===== src/rtl/fifo_rd_stream.sv =====
// rtl/fifo_rd_stream.sv - FIFO read-side drain stage with 3-entry stream buffer and flush mode
// Optional underflow check enabled by defining FIFO_RD_STREAM_UFLOW_CHK_EN.
module fifo_rd_stream #(
  parameter int FIFO_WIDTH = 16
) (
  input  logic                  clk,
  input  logic                  rst_n,
  input  logic                  en,
  input  logic                  flush,
  input  logic                  fifo_empty,
  input  logic [FIFO_WIDTH-1:0] fifo_data_out,
  input  logic                  fifo_underflow,
  output logic                  fifo_rd_en,
  output logic [FIFO_WIDTH-1:0] m_data,
  output logic                  m_valid,
  input  logic                  m_ready,
  output logic                  flush_done,
  output logic                  rd_err
);

  typedef enum logic {RUN, FLUSH} state_t;

  state_t                state, state_nxt;
  logic [1:0]            occ;
  logic [1:0]            wr_ptr;
  logic [1:0]            rd_ptr;
  logic                  inflight;
  logic [FIFO_WIDTH-1:0] mem [0:2];
  logic                  capture;
  logic                  pop;
  logic                  uflow_drop;
  logic                  flush_enter;

  function automatic logic [1:0] ptr_inc(input logic [1:0] p);
    return (p == 2'd2) ? 2'd0 : p + 2'd1;
  endfunction

  // Read issue looks only at registered state and FIFO flags, never at m_ready.
  always_comb begin
    state_nxt  = state;
    fifo_rd_en = 1'b0;
    flush_done = 1'b0;
    case (state)
      RUN: begin
        fifo_rd_en = en & ~fifo_empty & (({1'b0, occ} + {2'b00, inflight}) < 3'd3);
        if (flush) state_nxt = FLUSH;
      end
      FLUSH: begin
        fifo_rd_en = ~fifo_empty;
        if (fifo_empty && !inflight) begin
          state_nxt  = RUN;
          flush_done = 1'b1;
        end
      end
      default: state_nxt = RUN;
    endcase
    if (!rst_n) begin
      fifo_rd_en = 1'b0;
      flush_done = 1'b0;
    end
  end

  assign flush_enter = (state == RUN) & flush;
  assign capture     = inflight & ~uflow_drop & (state == RUN);
  assign m_valid     = (occ != 2'd0);
  assign m_data      = mem[rd_ptr];
  assign pop         = m_valid & m_ready;

  always_ff @(posedge clk) begin
    if (!rst_n) begin
      state    <= RUN;
      occ      <= 2'd0;
      wr_ptr   <= 2'd0;
      rd_ptr   <= 2'd0;
      inflight <= 1'b0;
      for (int i = 0; i < 3; i++) mem[i] <= '0;
    end else begin
      state    <= state_nxt;
      inflight <= fifo_rd_en;
      // Flush entry wins over any capture or pop landing on the same edge.
      if (flush_enter) begin
        occ    <= 2'd0;
        wr_ptr <= 2'd0;
        rd_ptr <= 2'd0;
      end else begin
        if (capture) begin
          mem[wr_ptr] <= fifo_data_out;
          wr_ptr      <= ptr_inc(wr_ptr);
        end
        if (pop) rd_ptr <= ptr_inc(rd_ptr);
        case ({capture, pop})
          2'b10:   occ <= occ + 2'd1;
          2'b01:   occ <= occ - 2'd1;
          default: occ <= occ;
        endcase
      end
    end
  end

`ifdef FIFO_RD_STREAM_UFLOW_CHK_EN
  logic rd_err_q;

  assign uflow_drop = inflight & fifo_underflow;

  always_ff @(posedge clk) begin
    if (!rst_n) rd_err_q <= 1'b0;
    else if (uflow_drop) rd_err_q <= 1'b1;
  end

  assign rd_err = rd_err_q;
`else
  logic uflow_unused;

  assign uflow_unused = fifo_underflow;
  assign uflow_drop   = 1'b0;
  assign rd_err       = 1'b0;
`endif

endmodule


===== config.mk =====
export PLATFORM = sky130hd
export DESIGN_NAME = fifo_rd_stream
export DESIGN_NICKNAME = d
export VERILOG_FILES = /design/src/rtl/fifo_rd_stream.sv
export SDC_FILE = /design/constraint.sdc
export NUM_CORES = 1
export LEC_CHECK = 0
export CAP_MARGIN = 20
export CORE_MARGIN = 2
export CORE_UTILIZATION = 40
export CTS_CLUSTER_SIZE = 14
export DETAILED_ROUTE_END_ITERATION = 7
export GPL_TIMING_DRIVEN = 0
export PLACE_DENSITY = 0.68
export SYNTH_ARGS = -nofsm -noshare
export SYNTH_HDL_FRONTEND = slang
export SYNTH_SLANG_ARGS = --single-unit
export TNS_END_PERCENT = 30

===== constraint.sdc =====
create_clock -name clk -period 4.7 [get_ports clk]
set_input_delay 1.175 -clock clk [delete_from_list [all_inputs] [get_ports clk]]
set_output_delay 1.175 -clock clk [all_outputs]
set_load 0.02 [all_outputs]

==> reports/results.ini <==
[worst_hold_path]
holdPathStages = 2
min_from = rd_ptr[0]$_SDFFE_PP0P_
hold_class = reg -> reg

[sta]
min_period_ns = 4.05
slew_viol_final = 0
hold_viol_final = 0
final.period_utilization_pct = 86.3
worst_clock_skew_ns = 0.00644
setup-violations-final = 0
grt_setup_unrepaired = no
worst_slew_pin_slew_ns = 0.911
holdWs_ns = 0.491
finalWorstSetupSlack_ns = 0.646
clock.fmax_ghz = 0.247
max_slew_margin_pct = 39.2

[setup_path]
cp_common_cell = clkdlybuf4s50_1
critPathSlowestCell = clkdlybuf4s50_1
crit_chain = clkdlybuf4s50_1 -> clkbuf_1 -> nor3b_1 -> clkdlybuf4s50_1
cp_data_required_time_ns = 3.52
cp-end-kind = output pin
slowest_delay_ns = 0.63
r2r_start = state$_SDFF_PN0_
cp-startpoint = rst_n
crit_type = in -> out
ff2ff_path_depth = 3
cp-start-kind = input pin
worstPathMaxFanout = 10
crit_arrival_ns = 2.88

[grt]
antenna_found_initial = 0
grt_overflow = 0
grt_pass1_wl_um = 8840
use_met3_pct = 2.85
gr-usage-met1_pct = 17.5
grt_max_degree = 17
track_usage_pct = 14.0
grt_pass1_vias = 1698
met2_usage_pct = 23.7
busiest_layer = met2

[clock_network]
cts.sinks = 74
post_cts_buffers = 0
tritoncts = done
clk_pin_slew_worst_paths_ns = 0.07
postCtsResizedCells = 0
root_buffer = clkbuf_8
cts_buffers = 9
clk_latency_ns = 0.34
clock_path_buffers = 2
htreeDepth = 3
hold_buffers = 0

[synth]
yosys.area.top_type = edfxtp_1
synth_most_common_cell = edfxtp_1
synth_cell_types = 34
synthArstFlopShare_pct = 0
synth_seq_area_share_pct = 67.0
synthTopCellsByCount = edfxtp_1, and2_1, mux4_2
synth_top_cell_area_share_pct = 60.7
synth_nets = 215
synth_ff_type = edfxtp_1
avgSynthCellArea_sq_um = 16.7
yosysWarnings = 0
synth_edf_count = 64
synthCells = 189
ys_ff_latch = 74
syn_area_sq_um = 3170
synth.area.top_cells = edfxtp_1, mux4_2, and2_1

[cells_and_area]
drive_gt1_share_pct = 17.5
syn2layout_area_growth_pct = 23.1
multi_input_area_sq_um = 985
seqCellArea_sq_um = 2120
nNetsFinal = 268
fillers = 670
diodes = 0

[floorplanning]
core_sq_um = 7690
die_w_um = 93.0
ios = 43
start_util_pct = 41.2
die_y_um = 93.0
die-area_sq_um = 8640
rows = 32

[place]
numPortBuffers = 40
dpl.hpwl_um = 3640
dp_slack_ns = 0.638
place_congestion = 0.703

[power]
switching_power_uw = 271
switching_share_pct = 21.0
peakVddDrop_mv = 0.206
internal_power_uw = 1020
powerDensity_nw_per_um2 = 331
power.static_leakage_uw = 0.00138
p_seq_share_pct = 57.1
power_frac_comb_pct = 7.3
p_clk_share_pct = 35.5

[routing]
antenna_left = 0
via_count = 1662
routed_wirelength_um = 5570
drtPass1Iterations = 5
drt_iter0_drc = 91
route.detailed.drc = 0
wl_per_cell_um = 16.0
routed_via_density = 4.78

[flow_run]
maxCapViolCount = 0

[run_status]
status = finished clean

[stage by stage]
stage / TNS (ns) / area (sq um) / util [%] / power (uW) / std cells
3_3_place_gp: -2.14 / 3690 / 48.0 / 845 / 331
6_report: 0 / 3900 / 50.7 / 1290 / 348
3_5_place_dp: 0 / 3720 / 48.4 / 847 / 333
4_1_cts: 0 / 3900 / 50.7 / 1290 / 348
2_1_floorplan: 0 / 3170 / - / 797 / 189
5_1_grt: 0 / 3900 / 50.7 / 1330 / 348
[path summary, 6_finish.rpt]
kind	endpoint	slack (ns)
worst max register to register	mem[1][0]$_SDFFCE_PN0P_	2.45
worst max-delay path	fifo_rd_en	0.65
worst min register to register	rd_ptr[0]$_SDFFE_PP0P_	0.49
worst min-delay path	rd_ptr[0]$_SDFFE_PP0P_	0.49
[critical path: cells and delay by family]
family | cells | cell delay [ns]
and+or+nand+nor | 1 | 0.23
buffers and inverters | 3 | 1.48
[power by group through the flow]
stage | Combinational [uW] | Clock [uW] | Sequential, uW
2_1_floorplan | 47.8 | 0 | 749
3_3_place_gp | 94.7 | 0 | 751
3_5_place_dp | 96.0 | 0 | 751
4_1_cts | 96.2 | 461 | 737
5_1_grt | 102 | 487 | 739
6_report | 94.8 | 458 | 737
[logic make-up (layout without fill, tap and decap cells)]
kind of cell | count (synthesis) | count (layout) | share of synthesized area (%)
flops | 74 | 74 | 67.0
xor+xnor | 2 | 2 | 0.553
compound gates | 9 | 9 | 1.94
simple gates | 73 | 73 | 15.8
buf+inv | 11 | 68 | 2.02
other cells | 1 | 1 | 0.118
fa+ha+maj | 3 | 3 | 1.19
mux | 16 | 16 | 11.4
[cell type report]
class	count	share of cell area, %
multi-input cells	104	25.3
well taps	102	3.28
flip-flops and latches	74	54.5
inverters	2	0.193
clock buffers	11	3.37
clock inverters	4	1.12
repair buffers	42	10.9
plain buffers	9	1.45
[cells in the final DEF, fill, tap and decap left out, types with 2 or more instances in the layout]
| cell | synthesis | routed |
|---|---|---|
| clkbuf_1 | 1 | 3 |
| nor3b_1 | 2 | 2 |
| or3_1 | 2 | 2 |
| buf_2 | 2 | 2 |
| edfxtp_1 | 64 | 64 |
| nor3b_4 | 2 | 2 |
| buf_6 | 1 | 3 |
| ha_1 | 3 | 3 |
| nand2b_1 | 5 | 5 |
| a41o_1 | 2 | 2 |
| clkbuf_8 | 0 | 9 |
| a21oi_1 | 3 | 3 |
| dfxtp_1 | 10 | 10 |
| and2_1 | 48 | 48 |
| buf_4 | 3 | 3 |
| nand2_1 | 6 | 6 |
| inv_1 | 2 | 2 |
| mux4_2 | 16 | 16 |
| clkinv_2 | 0 | 2 |
| clkdlybuf4s50_1 | 0 | 40 |
[state kept, by name, summed over array words and instances (netlist names), named ones only]
| register | flops |
|---|---|
| rd_ptr | 2 |
| state | 1 |
| wr_ptr | 2 |
| mem | 64 |
| occ | 2 |
| inflight | 1 |
[per-layer routing]
layer	part of all wire, %	vias to the layer above
li1	-	811
met1	45	805
met2	49	35
met3	3.6	11
met4	2.0	0
met5	0	-
Power figures use the tool's default switching activity.
